===== src/rtl/plab3_mem_domain_mem_guard_pkg.sv =====
// Shared constants for the domain-aware memory guard: FSM states, message
// field widths and the default secure address window.
package plab3_mem_domain_mem_guard_pkg;

  typedef enum logic [2:0] {
    ST_IDLE = 3'd0,
    ST_FWD  = 3'd1,
    ST_WAIT = 3'd2,
    ST_RESP = 3'd3,
    ST_DENY = 3'd4
  } state_e;

  localparam int TYPE_NBITS = 3;
  localparam int TEST_NBITS = 2;

  localparam logic [31:0] SEC_BASE_DEFAULT  = 32'h0000_8000;
  localparam logic [31:0] SEC_LIMIT_DEFAULT = 32'h0000_FFFF;

  // Length field counts bytes within a line; zero means a full line.
  function automatic int len_nbits(input int d);
    return $clog2(d / 8);
  endfunction

  // Request layout, MSB first: type | opaque | addr | len | data
  function automatic int req_nbits(input int o, input int a, input int d);
    return TYPE_NBITS + o + a + len_nbits(d) + d;
  endfunction

  // Response layout, MSB first: type | opaque | test | len | data
  function automatic int resp_nbits(input int o, input int d);
    return TYPE_NBITS + o + TEST_NBITS + len_nbits(d) + d;
  endfunction

endpackage


===== src/rtl/plab3_mem_domain_range_check.sv =====
// Combinational deny decision: a non-secure request whose address falls
// inside the secure window is refused.
module plab3_mem_domain_range_check
  import plab3_mem_domain_mem_guard_pkg::*;
#(
  parameter int                      p_addr_nbits = 32,
  parameter logic [p_addr_nbits-1:0] p_sec_base   = p_addr_nbits'(SEC_BASE_DEFAULT),
  parameter logic [p_addr_nbits-1:0] p_sec_limit  = p_addr_nbits'(SEC_LIMIT_DEFAULT)
) (
  input  logic [p_addr_nbits-1:0] addr_i,
  input  logic                    domain_i,
  output logic                    deny_o
);

  assign deny_o = domain_i && (addr_i >= p_sec_base) && (addr_i <= p_sec_limit);

endmodule


===== src/rtl/plab3_mem_domain_mem_guard.sv =====
// Blocking memory-port guard: buffers one cache line request, forwards it to
// memory or answers it locally with a fault when it violates the secure window.
module plab3_mem_domain_mem_guard
  import plab3_mem_domain_mem_guard_pkg::*;
#(
  parameter int                      p_opaque_nbits = 8,
  parameter int                      p_addr_nbits   = 32,
  parameter int                      p_data_nbits   = 128,
  parameter logic [p_addr_nbits-1:0] p_sec_base     = p_addr_nbits'(SEC_BASE_DEFAULT),
  parameter logic [p_addr_nbits-1:0] p_sec_limit    = p_addr_nbits'(SEC_LIMIT_DEFAULT)
) (
  input  logic                                                          clk,
  input  logic                                                          reset,
  input  logic                                                          memreq_val,
  output logic                                                          memreq_rdy,
  input  logic [req_nbits(p_opaque_nbits, p_addr_nbits, p_data_nbits)-1:0] memreq_msg,
  input  logic                                                          memreq_domain,
  output logic                                                          memresp_val,
  input  logic                                                          memresp_rdy,
  output logic [resp_nbits(p_opaque_nbits, p_data_nbits)-1:0]           memresp_msg,
  output logic                                                          memresp_domain,
  output logic                                                          mreq_val,
  input  logic                                                          mreq_rdy,
  output logic [req_nbits(p_opaque_nbits, p_addr_nbits, p_data_nbits)-1:0] mreq_msg,
  input  logic                                                          mresp_val,
  output logic                                                          mresp_rdy,
  input  logic [resp_nbits(p_opaque_nbits, p_data_nbits)-1:0]           mresp_msg,
  output logic                                                          fault,
  output logic [7:0]                                                    fault_count
);

  localparam int O  = p_opaque_nbits;
  localparam int A  = p_addr_nbits;
  localparam int D  = p_data_nbits;
  localparam int LN = len_nbits(D);
  localparam int RQ = req_nbits(O, A, D);
  localparam int RS = resp_nbits(O, D);

  state_e          state_q;
  logic [RQ-1:0]   req_q;
  logic            domain_q;
  logic [RS-1:0]   resp_q;
  logic            fault_q;
  logic [7:0]      fault_count_q;

  logic [TYPE_NBITS-1:0] in_type;
  logic [O-1:0]          in_opaque;
  logic [A-1:0]          in_addr;
  logic                  deny;

  assign in_type   = memreq_msg[D+LN+A+O +: TYPE_NBITS];
  assign in_opaque = memreq_msg[D+LN+A +: O];
  assign in_addr   = memreq_msg[D+LN +: A];

  plab3_mem_domain_range_check #(
    .p_addr_nbits (A),
    .p_sec_base   (p_sec_base),
    .p_sec_limit  (p_sec_limit)
  ) u_range_check (
    .addr_i   (in_addr),
    .domain_i (memreq_domain),
    .deny_o   (deny)
  );

  // The denial response is built into the response register at capture time,
  // so memresp_msg always comes straight from a register.
  always_ff @(posedge clk or posedge reset) begin
    if (reset) begin
      state_q       <= ST_IDLE;
      req_q         <= '0;
      domain_q      <= 1'b0;
      resp_q        <= '0;
      fault_q       <= 1'b0;
      fault_count_q <= 8'd0;
    end else begin
      fault_q <= 1'b0;
      case (state_q)
        ST_IDLE: begin
          if (memreq_val) begin
            req_q    <= memreq_msg;
            domain_q <= memreq_domain;
            if (deny) begin
              state_q <= ST_DENY;
              fault_q <= 1'b1;
              resp_q  <= {in_type, in_opaque, {TEST_NBITS{1'b0}}, {LN{1'b0}}, {D{1'b0}}};
              if (fault_count_q != 8'hFF) fault_count_q <= fault_count_q + 8'd1;
            end else begin
              state_q <= ST_FWD;
            end
          end
        end
        ST_FWD: if (mreq_rdy) state_q <= ST_WAIT;
        ST_WAIT: begin
          if (mresp_val) begin
            resp_q  <= mresp_msg;
            state_q <= ST_RESP;
          end
        end
        ST_RESP, ST_DENY: if (memresp_rdy) state_q <= ST_IDLE;
        default: state_q <= ST_IDLE;
      endcase
    end
  end

  assign memreq_rdy     = (state_q == ST_IDLE);
  assign mreq_val       = (state_q == ST_FWD);
  assign mreq_msg       = req_q;
  assign mresp_rdy      = (state_q == ST_WAIT);
  assign memresp_val    = (state_q == ST_RESP) || (state_q == ST_DENY);
  assign memresp_msg    = resp_q;
  assign memresp_domain = domain_q;
  assign fault          = fault_q;
  assign fault_count    = fault_count_q;

endmodule


===== config.mk =====
export PLATFORM = sky130hd
export DESIGN_NAME = plab3_mem_domain_mem_guard
export DESIGN_NICKNAME = d
export VERILOG_FILES = /design/src/rtl/plab3_mem_domain_mem_guard_pkg.sv /design/src/rtl/plab3_mem_domain_range_check.sv /design/src/rtl/plab3_mem_domain_mem_guard.sv
export SDC_FILE = /design/constraint.sdc
export NUM_CORES = 1
export LEC_CHECK = 0
export BUFFER_PORTS_ARGS = -buffer_cell sky130_fd_sc_hd__buf_2
export CORE_AREA = 2 2 258 260
export DETAILED_ROUTE_END_ITERATION = 10
export DIE_AREA = 0 0 260 262
export MAX_ROUTING_LAYER = met4
export SETUP_SLACK_MARGIN = 0.15
export SLEW_MARGIN = 5
export SYNTH_ARGS = -nofsm -noshare
export SYNTH_HDL_FRONTEND = slang
export SYNTH_SLANG_ARGS = --single-unit

===== constraint.sdc =====
create_clock -name clk -period 25.5 [get_ports clk]
set_clock_uncertainty 0.1 [all_clocks]
set_input_delay 6.375 -clock clk [delete_from_list [all_inputs] [get_ports clk]]
set_output_delay 6.375 -clock clk [all_outputs]
set_load 0.01 [all_outputs]

==> results of run 1 <==
-- area by class of cell --
class                      count  area share
clock inverter                 8     0.00265
timing repair buffer         672       0.185
antenna                        2    0.000271
multi-input combinational    545       0.212
sequential                   333       0.452
tap                          864      0.0586
inverter                     137      0.0284
clock buffer                  60      0.0621
-- path summary, 6_finish.rpt --
path	start	end	slack (ns)	depth (start not counted)
setup / recovery	memreq_msg[162]	memresp_msg[23]	15.26	9
hold / removal	mreq_msg[172]	mreq_msg[172]	0.40	1
setup reg to reg	state_q[1]	memresp_msg[23]	21.07	7
hold reg to reg	mreq_msg[172]	mreq_msg[172]	0.40	1
max in group asynchronous	reset	memresp_msg[107]	17.89	3
min in group asynchronous	reset	mreq_msg[94]	5.90	2
-- cells by family after synthesis --
logic type	Yosys count
xor gates and xnor gates	6
AOI/OAI and AO/OA	152
muxes	180
and+or+nand+nor	206
adders and majority gates	1
DFF	333
buffers and inverters	208
-- flip-flops by register name, summed over array words and instances (netlist names) --
| signal | cells |
|---|---|
| fault | 1 |
| state_q | 3 |
| memresp_msg | 145 |
| fault_count | 8 |
| memresp_domain | 1 |
| mreq_msg | 175 |
-- layer usage --
metal,vias up,part of all wire,track usage
met5,-,0,-
li1,4919,-,-
met2,423,0.49,0.184
met4,0,0.029,0.0489
met1,5130,0.42,0.147
met3,77,0.067,0.0258
-- power by group through the flow --
stage	Clock, W	Combinational, W	Sequential [W]
3_3_place_gp	0	0.000785	0.000874
6_report	0.000527	0.000788	0.000875
4_1_cts	0.000548	0.000802	0.000875
3_5_place_dp	0	0.000801	0.000880
5_1_grt	0.000570	0.000859	0.000903
2_1_floorplan	0	0.000337	0.000970
-- through the flow --
| stage | cell area (sq um) | util | worst slack, ns | power (W) | hold WS [ns] |
|---|---|---|---|---|---|
| after global placement | 17200 | 0.264 | 14.65 | 0.00166 | 0.384 |
| final | 18400 | 0.283 | 15.26 | 0.00219 | 0.399 |
| after CTS | 18400 | 0.283 | 15.09 | 0.00223 | 0.402 |
| after detailed placement | 17200 | 0.264 | 14.48 | 0.00168 | 0.390 |
| after global routing | 18400 | 0.283 | 14.69 | 0.00233 | 0.408 |
| after floorplan | 13100 | - | 9.80 | 0.00131 | 0.437 |
-- cells in the mapped netlist (3+ instances only) --
library cell  number  area, sq um
nand3_1          137          686
nor2_1            16         60.1
dfrtp_1          333         8330
mux2_2           179         2020
inv_1            137          514
clkbuf_1          25         93.8
buf_4              9         67.6
xnor2_1            4         35.0
and3_1             3         18.8
o21ai_0          135          676
nand4_1            5         31.3
buf_2             36          180
a31oi_1           12         75.1
nand2_1           31          116
==> results.cfg, run 1 <==
[yosys]
synth_seq_cells = 333
mappedNetlistNets = 1414
synth_xor_area_frac = 0.00402
synth.yosys.seq_area_share = 0.637
synth_area_sq_mm = 0.0131
synthAdderAreaFrac = 0.000956
yosysUniqueCellTypes = 31
syn_avg_cell_area_sq_um = 12.1
yosysWarnings = 0
synthArstFlopShare = 1.00
muxShareOfSynthArea = 0.155
synth_compound_gate_area_share = 0.0594
syn_inst = 1086
synthSimpleGateAreaFrac = 0.0784
synth_edf_count = 0
synth_top_family_by_area = multiplexers
synth-main-ff-cell = dfrtp_1

[min_path]
hp-class = reg2reg

[clock_network]
cts_setup_buffers = 0
h-tree-depth = 2
clock_latency_ns = 0.53
clockBufferDepth = 3
post_cts_resized = 0
cts_sinks = 333
cts_made_buffers = 38
tritoncts = done
hold_buffers = 0
clock_tree.root_cell = clkbuf_16
cts.clk_slew.worst_paths_ns = 0.07

[timing]
worstMarginPinSlew_ns = 1.04
report.final.slew_viol_count = 0
fin_crit_sh = 0.401
finalSetupViolations = 0
period_needed_ns = 10.24
slew_headroom = 0.309
timing.fmax_mhz = 97.7
rsz0062_at_grt = no
setup_tns_ns = 0
final_hold_viol_count = 0

[finish]
multiInputGateArea_sq_mm = 0.00391
mostFrequentLayoutCell = buf_2
fin_cells = 2621
layout-drive-gt1-share = 0.520
ff_latch_area_sq_mm = 0.00833
area_delta_synth_final_pct = 41.0
nFillCells = 6846
final_nets = 2055
final_cell_mix = 660 x buf_2, 333 x dfrtp_1, 179 x mux2_2

[critical_path]
cp_top_family = buffers and inverters
end_kind = register
cp.arrival_ns = 10.51
crit_top_cell = buf_4
cp_max_fo = 113
slowest_stage = buf_4
crit_type = in2reg
worstPathRequired_ns = 25.78
cp_num_buf_inv = 5
cp-start-kind = input pin
crit_path_cell_trace = buf_2, nor4_1, buf_4, nand4_1, o21ai_4, buf_4, buf_4, buf_4, o21ai_0
max_stage_delay_ns = 0.80

[routing]
drtIter0Drc = 650
drtAntennaViolNets = 0
routed_wl_microns = 42100
vias_per_cell = 4.02
num_vias = 10500
wl_per_cell_microns = 16.1
first_pass_iters = 5
drc = 0

[floorplan]
start_util = 0.200
core.rowCount = 94
die_w_microns = 260
io_pins = 661
die_h_microns = 262
dieArea_sq_mm = 0.0681
core_sq_mm = 0.0653

[grt]
grt_pass1_vias = 10500
grtUsageTotal = 0.118
grt_antenna_before_repair = 3
grt_first_pass_wirelength_microns = 60700
grt_max_degree = 147
gr-total-overflow = 0

[placed_design]
place.gp.congestion = 0.854
dp.cells = 2551
port_buffers = 660
dp_hpwl_microns = 31900

[power_and_ir_drop]
sequentialPowerShare = 0.399
pwr-share-clk = 0.241
power.leakage_nw = 9.01
switching_share = 0.356
p_sw_w = 0.000779
pwr-share-comb = 0.360
power_density_mw_per_mm2 = 119
peakVddDrop_mv = 0.0609
p_int_w = 0.00141

[run_status]
outcome = finished clean

[job]
drv_cap = 0
No activity file was read; power rests on OpenSTA's default activity.
==> inputs of run 2 (changes only) <==
--- a/config.mk
+++ b/config.mk
@@ -6,9 +6,9 @@
 export NUM_CORES = 1
 export LEC_CHECK = 0
 export BUFFER_PORTS_ARGS = -buffer_cell sky130_fd_sc_hd__buf_2
-export CORE_AREA = 2 2 258 260
+export CORE_AREA = 2 2 259 261
 export DETAILED_ROUTE_END_ITERATION = 10
-export DIE_AREA = 0 0 260 262
+export DIE_AREA = 0 0 261 263
 export MAX_ROUTING_LAYER = met4
 export SETUP_SLACK_MARGIN = 0.15
 export SLEW_MARGIN = 5
==> constraint.sdc (replaced) <==
create_clock -name clk -period 10.49 [get_ports clk]
set_clock_uncertainty 0.1 [all_clocks]
set_input_delay 2.6225 -clock clk [delete_from_list [all_inputs] [get_ports clk]]
set_output_delay 2.6225 -clock clk [all_outputs]
set_load 0.01 [all_outputs]
==> results.cfg, run 2 (synthesis results as in run 1) <==
[run_status]
outcome = finished clean

[placed_design]
port_buffers = 660
place.gp.congestion = 0.866
dp.cells = 2550
dp_hpwl_microns = 31800

[routing]
num_vias = 10500
drtIter0Drc = 636
vias_per_cell = 4.02
drtAntennaViolNets = 0
routed_wl_microns = 42500
drc = 0
first_pass_iters = 6
wl_per_cell_microns = 16.2

[min_path]
min_to = mreq_msg[69]
hp-class = reg2reg
min_path_cells = 1
min-delay-start = mreq_msg[69]

[timing]
slew_headroom = 0.263
holdWs_ns = 0.399
finalSetupViolations = 0
worstMarginPinSlew_ns = 1.11
setup_tns_ns = 0
final_hold_viol_count = 0
period_needed_ns = 4.98
rsz0062_at_grt = no
fin_crit_sh = 0.475
timing.fmax_mhz = 201
report.final.slew_viol_count = 0

[finish]
nFillCells = 6895
mostFrequentLayoutCell = buf_2
final_cell_mix = 660 x buf_2, 333 x dfrtp_1, 179 x mux2_2
final_nets = 2055
final_util = 0.283
largest_register_ff_count = 175
fin_cells = 2622
layout-drive-gt1-share = 0.521
area_delta_synth_final_pct = 42.0

[clock_network]
clockBufferDepth = 3
h-tree-depth = 2
post_cts_resized = 0
cts_made_buffers = 39
cts_setup_buffers = 0
tritoncts = done
clock_tree.root_cell = clkbuf_16
cts_sinks = 333
hold_buffers = 0
clock_latency_ns = 0.54
cts.clk_slew.worst_paths_ns = 0.05

[critical_path]
max_stage_delay_ns = 0.64
timing.reg2reg.setup_slack_ns = 7.25
worstPathRequired_ns = 10.81
cp_max_fo = 250
cp_top_family = simple AND/OR/NAND/NOR gates
crit_top_cell = nand3_1
end_kind = register
crit_type = in2reg
r2r_end = mreq_msg[169]
ff2ff_path_depth = 4
crit_path_cell_trace = buf_2, nor4b_1, nand3_1, o21ai_4, buf_12, nand3_1, o21ai_0
cp.arrival_ns = 5.30
cp_num_buf_inv = 2
r2r-start = state_q[0]
slowest_stage = o21ai_4
cp-start-kind = input pin

[floorplan]
start_util = 0.199
io_pins = 661
core.rowCount = 94
core_sq_mm = 0.0656
dieArea_sq_mm = 0.0686
die_h_microns = 263
die_w_microns = 261

[grt]
grtUsageTotal = 0.122
grt_first_pass_wirelength_microns = 63900
grt_antenna_before_repair = 2
grt_max_degree = 251
grt_pass1_vias = 11000
gr-total-overflow = 0

[power_and_ir_drop]
peakVddDrop_mv = 0.150
power.leakage_nw = 9.06
power_density_mw_per_mm2 = 292

[job]
drv_cap = 0
[run 2: cell count changes in the layout (fill, tap and decap cells not counted)]
cell	change
buf_4	-3
clkbuf_1	-3
clkbuf_8	+3
clkinv_2	-3
buf_12	+2
bufinv_16	+2
clkbuf_16	+1
clkinv_4	+1
clkinv_8	+1
diode_2	+1
inv_8	-1
[run 2: cell type report]
class                   instances  area [sq um]  area share
flip-flops and latches        333          8330       0.448
well taps                     864          1080      0.0582
repair buffers                671          3420       0.184
clock inverters                 8           111     0.00599
multi-input cells             545          3910       0.210
clock buffers                  61          1200      0.0646
inverters                     137           520      0.0280
diodes                          3          7.51    0.000404
[run 2: worst reg2reg max path: cells and delay by family, from the launching register on]
family                 cells  cell delay [ns]
flip-flops                 1             0.51
buffers and inverters      2             1.64
AND/OR/NAND/NOR            1             0.32
multiplexers               1             0.53
[run 2: where the power goes]
part	leakage (nW)	switching, W	total [W]	internal (W)
Combinational	4.24	0.00107	0.00193	0.000861
Clock	0.642	0.000536	0.00137	0.000835
Sequential	4.18	0.000296	0.00212	0.00182
[run 2: per-stage QoR]
stage	cell area (sq um)	total power, W	setup WS (ns)
4_1_cts	18600	0.00551	5.47
6_report	18600	0.00542	5.51
3_5_place_dp	17300	0.00410	4.89
3_3_place_gp	17300	0.00403	4.96
5_1_grt	18600	0.00577	5.24
2_1_floorplan	13100	0.00318	3.32
[run 2: how the worst max path moves through the flow]
stage | from | endpoint | slack [ns] | cells after the start
final | memreq_msg[155] | memresp_msg[43] | 5.51 | 7
after CTS | memreq_msg[155] | memresp_msg[43] | 5.47 | 7
after global placement | memreq_msg[155] | memresp_msg[29] | 4.96 | 7
after detailed placement | memreq_msg[155] | memresp_msg[43] | 4.89 | 7
after floorplan | reset | fault | 3.32 | 1
after global routing | memreq_msg[155] | memresp_msg[54] | 5.24 | 7
[run 2: metal layers]
metal  track usage  vias to the layer above  part of all wire
met5             -                        -                 0
met4        0.0487                        0             0.035
met3        0.0364                      102             0.081
met2         0.208                      415              0.51
met1         0.133                     5114              0.38
li1              -                     4910                 -
==> inputs of run 3 (changes only) <==
--- a/config.mk
+++ b/config.mk
@@ -5,10 +5,11 @@
 export SDC_FILE = /design/constraint.sdc
 export NUM_CORES = 1
 export LEC_CHECK = 0
+export ABC_AREA = 1
 export BUFFER_PORTS_ARGS = -buffer_cell sky130_fd_sc_hd__buf_2
-export CORE_AREA = 2 2 259 261
+export CORE_AREA = 2 2 260 262
 export DETAILED_ROUTE_END_ITERATION = 10
-export DIE_AREA = 0 0 261 263
+export DIE_AREA = 0 0 262 264
 export MAX_ROUTING_LAYER = met4
 export SETUP_SLACK_MARGIN = 0.15
 export SLEW_MARGIN = 5
==> constraint.sdc (replaced) <==
create_clock -name clk -period 4.05 [get_ports clk]
set_clock_uncertainty 0.1 [all_clocks]
set_input_delay 1.0125 -clock clk [delete_from_list [all_inputs] [get_ports clk]]
set_output_delay 1.0125 -clock clk [all_outputs]
set_load 0.01 [all_outputs]
==> results.cfg, run 3 <==
[power_and_ir_drop]
p_sw_w = 0.00628
power_density_mw_per_mm2 = 810
pwr-share-clk = 0.214
pwr-share-comb = 0.413
p_int_w = 0.00907
power.leakage_nw = 10.5
switching_share = 0.409
sequentialPowerShare = 0.374
peakVddDrop_mv = 0.450
p_total_w = 0.0154

[critical_path]
r2r_end = memresp_msg[12]
cp.depth = 5
crit_path_cell_trace = nor2_4, nand2_2, buf_4, inv_4, buf_2
slowest_stage = dfrtp_1
end_kind = output port
cp-endpoint = mresp_rdy
cp-start-kind = register
cp_num_buf_inv = 3
worstPathRequired_ns = 2.94
r2r-start = state_q[2]
cp.arrival_ns = 1.97
critPathLaunch = state_q[2]
cp_max_fo = 35
cp_top_family = buffers and inverters
timing.reg2reg.setup_slack_ns = 1.48
ff2ff_path_depth = 7
max_stage_delay_ns = 0.43
crit_type = reg2out

[yosys]
synth_edf_count = 0
yosysMostFrequentCell = nand2_1
yosysWarnings = 0
mappedNetlistNets = 1854
synth_seq_cells = 333
syn_avg_cell_area_sq_um = 8.92
synth_area_sq_mm = 0.0136
yosysUniqueCellTypes = 29
synth_area_leader_cell = dfrtp_1
synth.yosys.seq_area_share = 0.612
synth_area_leaders = dfrtp_1 61%, nand2_1 24%, o21ai_2 4.8%
synthArstFlopShare = 1.00
syn_inst = 1526
synth-main-ff-cell = dfrtp_1
synthTopCellsByCount = 885 x nand2_1, 333 x dfrtp_1, 75 x o21ai_2
post-synth-top-area-fraction = 0.612

[timing]
slew_headroom = 0.331
final_hold_viol_count = 0
fin_crit_sh = 0.761
layout_setup_ws_ns = 0.969
period_needed_ns = 3.08
timing.fmax_mhz = 325
report.final.slew_viol_count = 0
finalSetupViolations = 0
rsz0062_at_grt = no
worstMarginPinSlew_ns = 1.00

[finish]
final_util = 0.285
largest_register_ff_count = 175
layout-drive-gt1-share = 0.377
final_cell_mix = 885 x nand2_1, 660 x buf_2, 333 x dfrtp_1
mostFrequentLayoutCell = nand2_1
final_area_sq_mm = 0.0189
area_delta_synth_final_pct = 39.3
final_nets = 2490

[floorplan]
die_w_microns = 262
start_util = 0.204
die_h_microns = 264
io_pins = 661
dieArea_sq_mm = 0.0692
core.rowCount = 95
core_sq_mm = 0.0666

[clock_network]
cts.clk_slew.worst_paths_ns = 0.06
h-tree-depth = 2
cts_setup_buffers = 0
clockBufferDepth = 3
tritoncts = done
clock_latency_ns = 0.53
hold_buffers = 0
post_cts_resized = 0
cts_sinks = 333
clock_tree.root_cell = clkbuf_16
cts_made_buffers = 38

[placed_design]
place.gp.congestion = 0.814
dp_hpwl_microns = 34500
port_buffers = 660
place_ws_ns = 0.746
placed_area_sq_mm = 0.0178

[grt]
grt_first_pass_wirelength_microns = 69800
grt_antenna_before_repair = 9
grt_pass1_vias = 12200
grt_max_degree = 178
grtUsageTotal = 0.134
gr-total-overflow = 0

[job]
drv_cap = 0

[routing]
vias_per_cell = 3.92
drtAntennaViolNets = 0
first_pass_iters = 4
drc = 0
num_vias = 12000
wl_per_cell_microns = 15.2
routed_wl_microns = 46600
drtIter0Drc = 796

[run_status]
outcome = finished clean

[min_path]
hp-class = reg2reg
==> run 3: changes by cell type in the layout (fill, tap and decap cells not counted), sizes merged, moves of 6 or more <==
cell / before / now
buf: 671 / 683
nand2: 31 / 889
a31oi: 12 / 0
mux2: 179 / 0
inv: 137 / 17
nand3: 137 / 21
diode: 3 / 9
nor2: 16 / 25
==> run 3: power by group through the flow <==
stage                     combinational, W  clock (W)  sequential, W
after floorplan                    0.00315          0        0.00647
after CTS                          0.00648    0.00342        0.00574
final                              0.00634    0.00328        0.00574
after global routing               0.00714    0.00354        0.00594
after global placement             0.00639          0        0.00574
after detailed placement           0.00649          0        0.00573
==> run 3: metal layers <==
metal	vias up	routed length, microns	share of wire	global-route usage
met2	492	21800	0.47	0.216
met3	61	4010	0.086	0.0403
met1	5472	19400	0.42	0.157
met5	-	0	0	-
met4	0	1420	0.030	0.0460
li1	5992	-	-	-
==> run 3: worst min path at each step <==
stage / cells after the start / endpoint / from / slack [ns]
final: 2 / memresp_msg[136] / memresp_msg[136] / 0.37
after global routing: 2 / mreq_msg[121] / reset / 0.36
after CTS: 2 / mreq_msg[121] / reset / 0.35
after detailed placement: 2 / memresp_msg[136] / memresp_msg[136] / 0.35
after global placement: 2 / memresp_msg[141] / memresp_msg[141] / 0.35
after floorplan: 2 / memresp_msg[134] / memresp_msg[134] / 0.41
==> run 3: cell type report <==
cell class,instances,area (sq um)
Timing Repair Buffer,683,3580
Tap cell,873,1090
Antenna cell,9,22.5
Clock inverter,6,36.3
Clock buffer,58,1140
Fill cell,7207,47600
Sequential cell,333,8330
Multi-Input combinational cell,1089,4670
Inverter,17,75.1
==> run 3: cells by family (layout without fill, tap and decap cells) <==
kind of cell / after synthesis / after routing / share of synthesized area
flip-flops: 333 / 333 / 0.612
AO/OA/AOI/OAI: 142 / 142 / 0.0735
adder cells (fa/ha/maj): 1 / 1 / 0.000919
buffers and inverters: 104 / 764 / 0.0456
AND/OR/NAND/NOR: 943 / 943 / 0.266
XOR/XNOR: 3 / 3 / 0.00193
other: 0 / 9 / 0
==> run 3: through the flow <==
stage	TNS, ns	std cells	hold WS [ns]
CTS	0	3059	0.350
finish	0	3068	0.366
global placement	0	2995	0.352
global route	0	3066	0.362
detailed placement	0	2995	0.354
floorplan	-503.21	1526	0.407
==> run 3: worst min-delay path, stage by stage (launching register included) <==
cell and delay, ns:
dfrtp_1 0.34, nand2_1 0.05, nand2_1 0.05
